### src/rtl/nx_axi4s_pack_bridge.sv
// nx_axi4s_pack_bridge: AXI4-stream <-> Nexus bridge carrying one
// 31-bit message per 32-bit slot; unpacks inbound beats, packs outbound.
module nx_axi4s_pack_bridge #(
  parameter int AXI4_DATA_WIDTH = 128,
  parameter int MSG_WIDTH       = 31,
  parameter int FLUSH_CYCLES    = 16,
  parameter int IDLE_W          = 8
) (
  input  logic                       clk_i,
  input  logic                       rst_i,
  input  logic [AXI4_DATA_WIDTH-1:0] ib_axi4s_tdata_i,
  input  logic                       ib_axi4s_tlast_i,
  input  logic                       ib_axi4s_tvalid_i,
  output logic                       ib_axi4s_tready_o,
  output logic [MSG_WIDTH-1:0]       ob_nx_data_o,
  output logic                       ob_nx_valid_o,
  input  logic                       ob_nx_ready_i,
  input  logic [MSG_WIDTH-1:0]       ib_nx_data_i,
  input  logic                       ib_nx_valid_i,
  output logic                       ib_nx_ready_o,
  output logic [AXI4_DATA_WIDTH-1:0] ob_axi4s_tdata_o,
  output logic                       ob_axi4s_tlast_o,
  output logic                       ob_axi4s_tvalid_o,
  input  logic                       ob_axi4s_tready_i,
  input  logic                       flush_i,
  output logic                       idle_o
);

  localparam int SLOTS = AXI4_DATA_WIDTH / 32;
  localparam int CNT_W = $clog2(SLOTS + 1);
  localparam logic [CNT_W-1:0] FULL_CNT = CNT_W'(SLOTS);
  localparam logic [IDLE_W-1:0] FLUSH_V = IDLE_W'(FLUSH_CYCLES);
  localparam bit TO_EN = (FLUSH_CYCLES > 0);

  logic unused_tlast;
  assign unused_tlast = ib_axi4s_tlast_i;

  logic [MSG_WIDTH-1:0] umsg_q [SLOTS];
  logic [MSG_WIDTH-1:0] umsg_d [SLOTS];
  logic [SLOTS-1:0]     mask_q, mask_d;
  logic [SLOTS-1:0]     slot_vld, head;
  logic [MSG_WIDTH-1:0] head_msg;
  logic                 ib_acc, nx_out_acc;

  // head isolates the lowest pending slot
  always_comb begin
    head     = mask_q & (~mask_q + SLOTS'(1));
    head_msg = '0;
    slot_vld = '0;
    for (int k = 0; k < SLOTS; k++) begin
      slot_vld[k] = ib_axi4s_tdata_i[32*k+31];
      if (head[k]) head_msg = head_msg | umsg_q[k];
    end
  end

  assign ib_axi4s_tready_o = (mask_q == '0);
  assign ob_nx_valid_o     = |mask_q;
  assign ob_nx_data_o      = head_msg;
  assign ib_acc            = ib_axi4s_tvalid_i & ib_axi4s_tready_o;
  assign nx_out_acc        = ob_nx_valid_o & ob_nx_ready_i;

  always_comb begin
    mask_d = mask_q;
    umsg_d = umsg_q;
    if (ib_acc) begin
      mask_d = slot_vld;
      for (int k = 0; k < SLOTS; k++)
        umsg_d[k] = ib_axi4s_tdata_i[32*k +: MSG_WIDTH];
    end else if (nx_out_acc) begin
      mask_d = mask_q & ~head;
    end
  end

  logic [AXI4_DATA_WIDTH-1:0] pbuf_q, pbuf_d;
  logic [CNT_W-1:0]           cnt_q, cnt_d, cnt_base;
  logic [IDLE_W-1:0]          idle_q, idle_d;
  logic                       pend_q, pend_d;
  logic [AXI4_DATA_WIDTH-1:0] od_q, od_d;
  logic                       ol_q, ol_d;
  logic                       ov_q, ov_d;
  logic                       nx_acc, full, to_fire, can_load, xfer;

  assign ib_nx_ready_o = (cnt_q < FULL_CNT);
  assign nx_acc        = ib_nx_valid_i & ib_nx_ready_o;
  assign full          = (cnt_q == FULL_CNT);
  assign can_load      = ~ov_q | ob_axi4s_tready_i;

  // an accept in the firing cycle suppresses the timeout
  assign to_fire = TO_EN && (idle_q == FLUSH_V) && !nx_acc
                 && (cnt_q != '0) && !full;

  assign xfer = can_load
              & (full | ((pend_q | to_fire) & (cnt_q != '0)));

  always_comb begin
    pbuf_d   = xfer ? '0 : pbuf_q;
    cnt_base = xfer ? '0 : cnt_q;
    for (int k = 0; k < SLOTS; k++)
      if (nx_acc && cnt_base == CNT_W'(k))
        pbuf_d[32*k +: 32] = {1'b1, ib_nx_data_i};
    cnt_d = cnt_base + CNT_W'(nx_acc);
  end

  always_comb begin
    idle_d = idle_q;
    if (nx_acc || xfer || cnt_q == '0)
      idle_d = '0;
    else if (!full && idle_q != '1)
      idle_d = idle_q + IDLE_W'(1);
  end

  // a flush covers the message accepted alongside it
  assign pend_d = ((pend_q | to_fire) & ~xfer)
                | (flush_i & (cnt_d != '0));

  always_comb begin
    od_d = od_q;
    ol_d = ol_q;
    ov_d = ov_q;
    if (xfer) begin
      od_d = pbuf_q;
      ol_d = ~full;
      ov_d = 1'b1;
    end else if (ov_q && ob_axi4s_tready_i) begin
      ov_d = 1'b0;
    end
  end

  always_ff @(posedge clk_i) begin
    if (rst_i) begin
      mask_q <= '0;
      for (int k = 0; k < SLOTS; k++) umsg_q[k] <= '0;
      pbuf_q <= '0;
      cnt_q  <= '0;
      idle_q <= '0;
      pend_q <= 1'b0;
      od_q   <= '0;
      ol_q   <= 1'b0;
      ov_q   <= 1'b0;
    end else begin
      mask_q <= mask_d;
      umsg_q <= umsg_d;
      pbuf_q <= pbuf_d;
      cnt_q  <= cnt_d;
      idle_q <= idle_d;
      pend_q <= pend_d;
      od_q   <= od_d;
      ol_q   <= ol_d;
      ov_q   <= ov_d;
    end
  end

  assign ob_axi4s_tdata_o  = od_q;
  assign ob_axi4s_tlast_o  = ol_q;
  assign ob_axi4s_tvalid_o = ov_q;
  assign idle_o = (mask_q == '0) && (cnt_q == '0) && !ov_q;

endmodule

### config.mk
export PLATFORM = sky130hd
export DESIGN_NAME = nx_axi4s_pack_bridge
export DESIGN_NICKNAME = d
export VERILOG_FILES = /design/src/rtl/nx_axi4s_pack_bridge.sv
export SDC_FILE = /design/constraint.sdc
export NUM_CORES = 1
export LEC_CHECK = 0
export CAP_MARGIN = 10
export CELL_PAD_IN_SITES_DETAIL_PLACEMENT = 1
export CELL_PAD_IN_SITES_GLOBAL_PLACEMENT = 2
export CORE_AREA = 2 2 235 237
export DETAILED_ROUTE_END_ITERATION = 7
export DIE_AREA = 0 0 237 239
export HOLD_SLACK_MARGIN = 0.15
export PLACE_DENSITY_LB_ADDON = 0.15
export SYNTH_ARGS = -nofsm -noshare
export SYNTH_HDL_FRONTEND = slang
export SYNTH_SLANG_ARGS = --single-unit
### constraint.sdc
create_clock -name clk_i -period 3.2 [get_ports clk_i]
set_input_delay 0.64 -clock clk_i [delete_from_list [all_inputs] [get_ports clk_i]]
set_output_delay 0.64 -clock clk_i [all_outputs]
set_load 0.02 [all_outputs]
==> results.md, run 1 <==
* Avg WL per Cell at 20.7 um
* Number of global-route vias before repair at 15.3k
* Post-cts repair resize count at 6
* ANT nets after route at 0
* Fin util at 0.395
* Synthesized netlist cell count at slightly below 2k
* Worst Path Arrival at 2.46 ns
* Clock sink count at approximately 400
* Status: finished, final reports clean
* Syn_area_per_cell at 8.19 um2
* DRT iter0 DRCs at about 840
* Clock skew at between 0.015 and 0.02 ns
* P_int at approximately 0.0090 W
* Pre-CTS WS at about 0.38 ns
* CTS Buffer Depth at 3
* Post-CTS setup buffers at 0
* Fill cell count at 6280
* Startpoint types: flop
* Core area at between 50000 and 60000 um2
* First-pass GRT wire length at 92.6 mm
* Overflow after GRT at 0
* Port-buffer cells at between 300 and 400
* Switch Pwr at 0.00372 W
* CTS Buf Count at 48
* GRT Overall Usage at 0.209
* CTS tree: built
* CTS clk-pin slew, worst paths at 0.05 ns
* Unique cell type count in the Yosys netlist at 60
* Clock network fraction of design power at 0.416
* # Max-Cap Violations at 0
* Initial core utilization at 0.297
* Layout Nets at about 2.4k
* Slew HR at 0.324
* Final setup violation count at 0
* Syn Nets at approximately 2.1k
* Final Hold Fails at 0
* # IOs at roughly 330
* Worst Hold Margin at between 0.4 and 0.5 ns
* Placer's final routability congestion estimate at approximately 0.78
* Top FF cell, synth: dfxtp_1
* Vias per cell at just over 5
* Critical path peak fanout at 32
* PwrDens at slightly below 600 nW/um2
* First-pass DRT Iterations at 5
* Die area at around 57000 um2
* Sum Neg Setup Slack at 0 ns
* Vias post-DR at roughly 15k
* DIE HEIGHT at ~240 um
* Layout cells sized above 1 at 0.0760
* Comb power frac at 0.164
* FP Rows at between 80 and 90
* Switching share of power at 0.293
* Final min period at 3.10 ns
* Maximum VDD drop at 0.379 mV
* Sequential power share at 0.420
* DRC at 0
* Area Overhead vs Synth at 32.9%
* Ys Warns at 0
* Worst setup path category: reg2out
* EDFF count, synth at 0
* Fmax at between 0.3 and 0.4 GHz
* Initial antenna violation count at 3
* Number of synthesized register bits at about 400
* Pwr Total at between 0.01 and 0.015 W
* Final max-slew violation count at 0
* Req. time, crit path at between 2 and 3 ns
* Post-DP HPWL at about 39 mm
* Pleak at approximately 7 nW
* Seq/Total Area, Yosys at 0.494
* Synth async-reset ratio at 0
* HP Class: reg2reg
* Actual slew at the worst max-slew pin at around 1.0 ns
* Cts hold-fix bufs at 0
* Worst-Skew Late Latency at approximately 0.59 ns
* Tcrit/Tclk final at 0.969
* H-tree depth at 2
* Clock root buffer: clkbuf_16
* Final worst slack at around 0.1 ns
* Largest net degree at the start of global routing at roughly 200
* Post-Syn Area at roughly 16000 um2
* RSZ-0062 raised after global routing: true
* Die X at 237 um
* CP Capture Type: output pin
* Drt total wl at 60.6 mm
==> worst max-delay path: stages (launching register included) <==
cell	delay [ns]
dfxtp_1	0.42
buf_12	0.25
nand3b_1	0.12
a21oi_1	0.31
a221o_1	0.17
clkdlybuf4s50_1	0.60
==> per-layer routing <==
| metal | GRT usage | part of all wire | vias to the layer above |
|---|---|---|---|
| li1 | - | - | 7306 |
| met4 | 0.0813 | 0.035 | 2 |
| met1 | 0.264 | 0.44 | 7378 |
| met5 | 0 | 0.00021 | - |
| met2 | 0.336 | 0.46 | 356 |
| met3 | 0.0604 | 0.071 | 87 |
==> sequential cells by signal (all words and copies together), names as in the netlist <==
signal             count
ob_axi4s_tvalid_o      1
idle_q                 8
pend_q                 1
ob_axi4s_tlast_o       1
mask_q                 4
umsg_q               124
pbuf_q               128
ob_axi4s_tdata_o     128
cnt_q                  3
==> Yosys cell counts (2+ instances only) <==
library cell  instances  area (um2)
buf_6                 7        78.8
a21oi_1             418        2090
and3_1                2        12.5
o31ai_1               2        15.0
nand3_1             161         806
o21ai_1               4        20.0
buf_2                40         200
inv_1                 7        26.3
nand2b_1              4        25.0
ha_1                  3        37.5
a31oi_1               2        12.5
a211oi_1              2        15.0
xnor2_1               4        35.0
o221ai_2             20         300
nor3_2                2        20.0
o211ai_1             11        82.6
clkbuf_1            120         450
dfxtp_1             398        7970
o211ai_2             20         250
nand2_1             442        1660
a2111oi_0             3        26.3
nor3_1                2        10.0
clkbuf_4              2        15.0
nor2b_1               5        31.3
o221ai_1             12         105
buf_4                21         158
a311oi_1              2        17.5
a211o_1               2        17.5
nand3b_1             34         255
a221o_1              31         310
buf_1                 7        26.3
o21ai_0             133         666
nor2_1               16        60.1
buf_12                3        60.1
or3_1                 2        12.5
==> cell families after synthesis <==
logic type	Yosys count	share of synthesized area
simple gates	683	0.187
compound gates	671	0.250
flops	398	0.494
buf+inv	208	0.0631
xor+xnor	4	0.00217
fa+ha+maj	3	0.00233
mux	2	0.00132
==> worst paths after layout <==
check | from | endpoint | slack, ns | depth (start not counted)
worst max-delay path | mask_q[2] | ob_nx_data_o[15] | 0.1 | 5
worst min-delay path | umsg_q[62] | umsg_q[62] | 0.45 | 2
worst max register to register | cnt_q[0] | pbuf_q[85] | 0.70 | 6
worst min register to register | umsg_q[62] | umsg_q[62] | 0.45 | 2
==> cell usage in the layout (no fill, tap or decap), types with 2 or more instances in the layout <==
master,count
nand2_1,442
and3_1,2
nor3_1,2
xnor2_1,4
o211ai_1,11
clkinv_2,3
buf_4,23
a31oi_1,2
nand3b_1,34
dfxtp_1,396
ha_1,3
dlymetal6s2s_1,13
a311oi_1,2
clkbuf_16,48
clkbuf_8,13
inv_1,7
o211ai_2,20
o31ai_1,2
dfxtp_2,2
a221o_1,31
nor2b_1,5
nand2b_1,3
buf_12,14
a2111oi_0,3
o21ai_1,2
o221ai_2,20
clkbuf_1,19
nand3_1,161
a211oi_4,2
o21ai_0,133
a21oi_1,417
or3_1,2
clkdlybuf4s50_1,314
buf_8,2
dlygate4sd2_1,2
nor2_1,16
o221ai_1,12
==> cell type report <==
class / instances / area [um2] / area share
well taps: 704 / 881 / 0.0411
flip-flops and latches: 398 / 7970 / 0.372
inverters: 8 / 30.0 / 0.00140
clock buffers: 79 / 1440 / 0.0670
multi-input cells: 1363 / 7220 / 0.337
clock inverters: 6 / 70.1 / 0.00327
diodes: 1 / 2.50 / 0.000117
repair buffers: 370 / 3830 / 0.179
==> power groups by stage <==
| stage | combinational (W) | clock [W] | sequential (W) |
|---|---|---|---|
| floorplan | 0.00130 | 0 | 0.00542 |
| global placement | 0.00209 | 0 | 0.00544 |
| detailed placement | 0.00211 | 0 | 0.00545 |
| CTS | 0.00212 | 0.00546 | 0.00534 |
| global route | 0.00228 | 0.00567 | 0.00537 |
| finish | 0.00208 | 0.00529 | 0.00534 |
==> per-stage QoR <==
step           area [um2]  cells
4_1_cts             21400   2928
6_report            21400   2929
3_3_place_gp        19900   2843
5_1_grt             21400   2928
2_1_floorplan       16100   1969
3_5_place_dp        19900   2843
(Power assumes the default switching activity.)
==> run 2, diff against run 1 <==
--- a/config.mk
+++ b/config.mk
@@ -8,11 +8,11 @@
 export CAP_MARGIN = 10
 export CELL_PAD_IN_SITES_DETAIL_PLACEMENT = 1
 export CELL_PAD_IN_SITES_GLOBAL_PLACEMENT = 2
-export CORE_AREA = 2 2 235 237
+export CORE_AREA = 2 2 228 230
 export DETAILED_ROUTE_END_ITERATION = 7
-export DIE_AREA = 0 0 237 239
+export DIE_AREA = 0 0 230 232
 export HOLD_SLACK_MARGIN = 0.15
-export PLACE_DENSITY_LB_ADDON = 0.15
+export PLACE_DENSITY = 0.89
 export SYNTH_ARGS = -nofsm -noshare
 export SYNTH_HDL_FRONTEND = slang
 export SYNTH_SLANG_ARGS = --single-unit
==> constraint.sdc (replaced) <==
create_clock -name clk_i -period 3.7 [get_ports clk_i]
set_input_delay 0.74 -clock clk_i [delete_from_list [all_inputs] [get_ports clk_i]]
set_output_delay 0.74 -clock clk_i [all_outputs]
set_load 0.02 [all_outputs]
==> run 2 against run 1 <==
Setup slack better by 0.093 ns. Wire length down 5.5%. Sequential cell count did not move. Clock power decreased by 16%. Core utilization up 2.2 points. Global-route usage down 0.11 points. Via count is 0.51% higher. First-iteration DRC count is 20% higher. Largest power group unchanged. Highest routed layer unchanged.
==> results.md, run 2 (same netlist as run 1, synthesis figures left out) <==
* Pleak at 6.87 nW
* Largest net degree at the start of global routing at just under 200
* HP Class: reg2reg
* Initial antenna violation count at 2
* Startpoint types: flop
* FP Rows at 83
* Overflow after GRT at 0
* Sum Neg Setup Slack at 0 ns
* GRT Overall Usage at 0.208
* CTS Buffer Depth at 3
* Vias per cell at between 5 and 6
* Post-CTS setup buffers at 0
* # Max-Cap Violations at 0
* CTS Buf Count at 45
* Number of global-route vias before repair at between 15k and 20k
* Placer's final routability congestion estimate at ~0.84
* First-pass DRT Iterations at 5
* Final worst slack at ~0.19 ns
* Pre-CTS WS at between 0.5 and 0.6 ns
* PwrDens at between 500 and 600 nW/um2
* RSZ-0062 raised after global routing: false
* Crit path max-delay cell type: clkdlybuf4s50_1
* Vias post-DR at 15.2k
* P_int at 0.00766 W
* Worst Hold Margin at 0.452 ns
* Fmax at between 0.2 and 0.3 GHz
* Fin util at 0.417
* CTS clk-pin slew, worst paths at about 0.06 ns
* Drt total wl at about 57 mm
* Die area at approximately 53000 um2
* ANT nets after route at 0
* Worst setup path category: reg2out
* Final max-slew violation count at 0
* CTS tree: built
* Clock sink count at approximately 400
* Crit path max-delay family: buffers and inverters
* Status: finished, final reports clean
* Port-buffer cells at 330
* Core area at between 50000 and 60000 um2
* Most frequent cells in the layout: nand2_1, a21oi_1, dfxtp_1, clkdlybuf4s50_1, nand3_1
* Tcrit/Tclk final at 0.948
* Critical path peak fanout at 31
* Final Hold Fails at 0
* Actual slew at the worst max-slew pin at between 1 and 1.5 ns
* Area Overhead vs Synth at 31.6%
* # IOs at around 330
* Comb power frac at 0.161
* Final min period at between 3 and 4 ns
* DRT iter0 DRCs at roughly 1.0k
* DRC at 0
* Worst-Skew Late Latency at 0.59 ns
* Req. time, crit path at approximately 3 ns
* Fill cell count at ~6k
* Most common cell after layout, fill and taps aside: nand2_1
* Switching share of power at 0.292
* CP Capture Type: output pin
* H-tree depth at 2
* DIE HEIGHT at between 200 and 250 um
* Layout Nets at about 2.4k
* Final setup violation count at 0
* Critical Path, Cell by Cell: nor3_2 -> and2_1 -> buf_6 -> a221o_1 -> clkdlybuf4s50_1
* First-pass GRT wire length at just under 90 mm
* Initial core utilization at 0.317
* Pwr Total at between 0.01 and 0.015 W
* Clock skew at 0.0309 ns
* Clock root buffer: clkbuf_16
* Switch Pwr at 0.00316 W
* Max incr delay on CP at 0.62 ns
* Layout cells sized above 1 at 0.0744
* Clock network fraction of design power at 0.411
* Worst Path Arrival at roughly 2.8 ns
* Die X at approximately 230 um
* Slew HR at 0.220
* Avg WL per Cell at 19.8 um
* Maximum VDD drop at between 0.3 and 0.4 mV
* Post-DP HPWL at 37.4 mm
* Worst Path Buf+Inv at 2
* Sequential power share at 0.428
-- run 2: power by group through the flow --
| stage | registers [W] | logic (W) | clock network, W |
|---|---|---|---|
| finish | 0.00463 | 0.00174 | 0.00445 |
| global route | 0.00465 | 0.00189 | 0.00476 |
| CTS | 0.00463 | 0.00176 | 0.00459 |
| detailed placement | 0.00472 | 0.00175 | 0 |
| global placement | 0.00471 | 0.00172 | 0 |
| floorplan | 0.00469 | 0.00112 | 0 |
-- run 2: layout make-up --
| class | instances | area (um2) | area share |
|---|---|---|---|
| Tap cell | 680 | 851 | 0.0401 |
| Multi-Input combinational cell | 1363 | 7220 | 0.340 |
| Antenna cell | 1 | 2.50 | 0.000118 |
| Inverter | 8 | 30.0 | 0.00141 |
| Clock inverter | 12 | 136 | 0.00642 |
| Sequential cell | 398 | 7970 | 0.375 |
| Timing Repair Buffer | 366 | 3690 | 0.174 |
| Clock buffer | 71 | 1330 | 0.0624 |
-- run 2: repair_timing --
item	CTS	global route
resized for setup	0	1
endpoints found under the setup margin	0	12
hold buffers	0	0
-- run 2: worst paths after layout --
path                                 start  cells after the start  slack [ns]         endpoint
worst max register to register   idle_q[0]                      8        1.12      pbuf_q[102]
worst min-delay path            umsg_q[66]                      2        0.45       umsg_q[66]
worst max-delay path             mask_q[1]                      5        0.19  ob_nx_data_o[2]
worst min register to register  umsg_q[66]                      2        0.45       umsg_q[66]
-- run 2: per-layer routing --
layer / GRT usage / share of wire / vias up
met5: 0 / 0.00026 / -
met4: 0.0827 / 0.038 / 2
met3: 0.0614 / 0.074 / 110
met2: 0.340 / 0.47 / 420
met1: 0.256 / 0.42 / 7389
li1: - / - / 7285
-- run 2: per-stage QoR --
| stage | instances | cell area, um2 |
|---|---|---|
| floorplan | 1969 | 16100 |
| global placement | 2815 | 19800 |
| detailed placement | 2815 | 19800 |
| CTS | 2898 | 21200 |
| global route | 2898 | 21200 |
| finish | 2899 | 21200 |
-- run 2: worst reg2reg max path, stage by stage (launching register included) --
cell	delay (ns)
dfxtp_1	0.34
inv_1	0.07
ha_1	0.15
nor4bb_4	0.47
a211oi_4	0.15
buf_4	0.32
o21ai_4	0.21
buf_4	0.58
a21oi_1	0.15
==> run 3, diff against run 2 <==
--- a/config.mk
+++ b/config.mk
@@ -8,9 +8,9 @@
 export CAP_MARGIN = 10
 export CELL_PAD_IN_SITES_DETAIL_PLACEMENT = 1
 export CELL_PAD_IN_SITES_GLOBAL_PLACEMENT = 2
-export CORE_AREA = 2 2 228 230
+export CORE_AREA = 2 2 255 206
 export DETAILED_ROUTE_END_ITERATION = 7
-export DIE_AREA = 0 0 230 232
+export DIE_AREA = 0 0 257 208
 export HOLD_SLACK_MARGIN = 0.15
 export PLACE_DENSITY = 0.89
 export SYNTH_ARGS = -nofsm -noshare
==> run 3 against run 2 <==
Clock power is 0.9% lower. Register-to-register slack worse by 0.09 ns. Global-route usage up 0.91 points. Largest cell class unchanged. First-iteration DRC count increased by 6.6%. Clock skew decreased by 0.0056 ns. Critical path type unchanged. Critical path depth stayed put. Design area shrank 0.21%. Highest routed layer is now met4. Fmax grew 0.57%. Setup slack gained 0.020 ns. Count of clock-buffer cells in the layout shrank 7.
==> results.md, run 3 (same netlist as run 1, synthesis figures left out) <==
* Die area at around 53000 um2
* CP startpoint: mask_q[0]
* Maximum VDD drop at between 0.2 and 0.3 mV
* Layout cells sized above 1 at 0.0725
* CTS Buffer Depth at 3
* Worst Hold Margin at between 0.4 and 0.5 ns
* Max incr delay on CP at about 0.63 ns
* Final Hold Fails at 0
* Final max-slew violation count at 0
* Layout Nets at 2344
* HP Class: reg2reg
* Post-DP HPWL at roughly 38 mm
* Most common cell after layout, fill and taps aside: nand2_1
* DRC at 0
* Initial antenna violation count at 5
* Overflow after GRT at 0
* Startpoint types: flop
* FP Rows at 74
* Port-buffer cells at 330
* # IOs at 332
* RSZ-0062 raised after global routing: false
* Clock root buffer: clkbuf_16
* Die X at 257 um
* Final setup violation count at 0
* Fmax at between 0.2 and 0.3 GHz
* Crit path max-delay cell type: clkdlybuf4s50_1
* Sum Neg Setup Slack at 0 ns
* Crit path max-delay family: buffers and inverters
* H-tree depth at 2
* Core area at slightly above 50000 um2
* Number of global-route vias before repair at roughly 16k
* Req. time, crit path at 2.96 ns
* Worst r2r src: cnt_q[1]
* Vias per cell at around 5.3
* Fin util at 0.417
* PwrDens at about 510 nW/um2
* # Max-Cap Violations at 0
* Initial core utilization at 0.317
* Placer's final routability congestion estimate at 0.780
* ANT nets after route at 0
* Clock sink count at around 400
* DRT iter0 DRCs at roughly 1.1k
* DIE HEIGHT at 208 um
* Cts hold-fix bufs at 0
* Placed Cells incl. Taps at approximately 2.8k
* Largest net degree at the start of global routing at 196
* Worst setup path category: reg2out
* Worst Path Buf+Inv at 2
* Reg2Reg Depth at 6
* GRT Overall Usage at 0.217
* WP depth at 5
* Tcrit/Tclk final at 0.943
* Post-cts repair resize count at 0
* Slew HR at 0.359
* Worst hold stages at 2
* Hold path startpoint: pbuf_q[118]
* CTS tree: built
* Critical path peak fanout at 27
* Vias post-DR at about 15k
* Status: finished, final reports clean
* Worst-Skew Late Latency at 0.59 ns
* Fin cells at approximately 2.9k
* CP Capture Type: output pin
* Drt total wl at between 50 and 60 mm
* Clock skew at 0.0253 ns
* First-pass DRT Iterations at 5
* First-pass GRT wire length at 92.3 mm
* Post-CTS setup buffers at 0
* Actual slew at the worst max-slew pin at just under 1 ns
* Final min period at around 3.5 ns
* Avg WL per Cell at approximately 21 um
* CTS clk-pin slew, worst paths at about 0.060 ns
* Area Overhead vs Synth at 31.3%
* Worst Path Arrival at between 2 and 3 ns
* Most frequent cells in the layout: nand2_1, a21oi_1, dfxtp_1, clkdlybuf4s50_1, nand3_1
* CTS Buf Count at between 40 and 50
* Critical Path, Cell by Cell: nor3_2 -> and2_1 -> buf_12 -> a221o_1 -> clkdlybuf4s50_1
* Pleak at a little under 7 nW
-- run 3: cell types whose count changed in the layout (fill, tap and decap cells not counted), sizes merged --
cell      before  now
clkbuf        71   64
bufinv         2    3
clkinv         9   10
clkinvlp       0    1
diode          1    6
buf           37   31
-- run 3: layout make-up --
class	instances	area (um2)
antenna	6	15.0
clock buffer	64	1240
clock inverter	15	190
fill	5878	29600
inverter	8	30.0
multi-input combinational	1363	7220
sequential	398	7970
tap	684	856
timing repair buffer	360	3660
-- run 3: tightest hold or removal path, delay by kind of cell, from the launching register on --
family | cells | cell delay [ns]
simple gates | 1 | 0.06
flops | 1 | 0.31
compound gates | 1 | 0.06
-- run 3: layer usage --
| metal | vias to the layer above | global-route usage | routed length, um |
|---|---|---|---|
| li1 | 7292 | - | - |
| met1 | 7637 | 0.289 | 26900 |
| met2 | 383 | 0.340 | 27400 |
| met3 | 98 | 0.0486 | 3690 |
| met4 | 0 | 0.0874 | 1910 |
| met5 | - | 0 | 0 |
-- run 3: per-stage QoR --
step,setup slack [ns],power [W],instance area [um2]
6_report,0.212,0.0108,21200
5_1_grt,0.0735,0.0112,21200
4_1_cts,0.155,0.0109,21200
3_5_place_dp,0.540,0.00647,19700
3_3_place_gp,0.621,0.00642,19700
2_1_floorplan,1.27,0.00581,16100
-- run 3: final timing paths --
check	to	slack [ns]
setup / recovery	ob_nx_data_o[9]	0.21
hold / removal	ob_axi4s_tdata_o[118]	0.46
hold reg to reg	ob_axi4s_tdata_o[118]	0.46
setup reg to reg	pbuf_q[81]	1.03
-- run 3: report_power, final --
group | internal [W] | switching, W | leakage (nW)
clock | 0.00256 | 0.00185 | 0.706
combinational | 0.000554 | 0.00120 | 2.89
sequential | 0.00449 | 0.000136 | 3.23
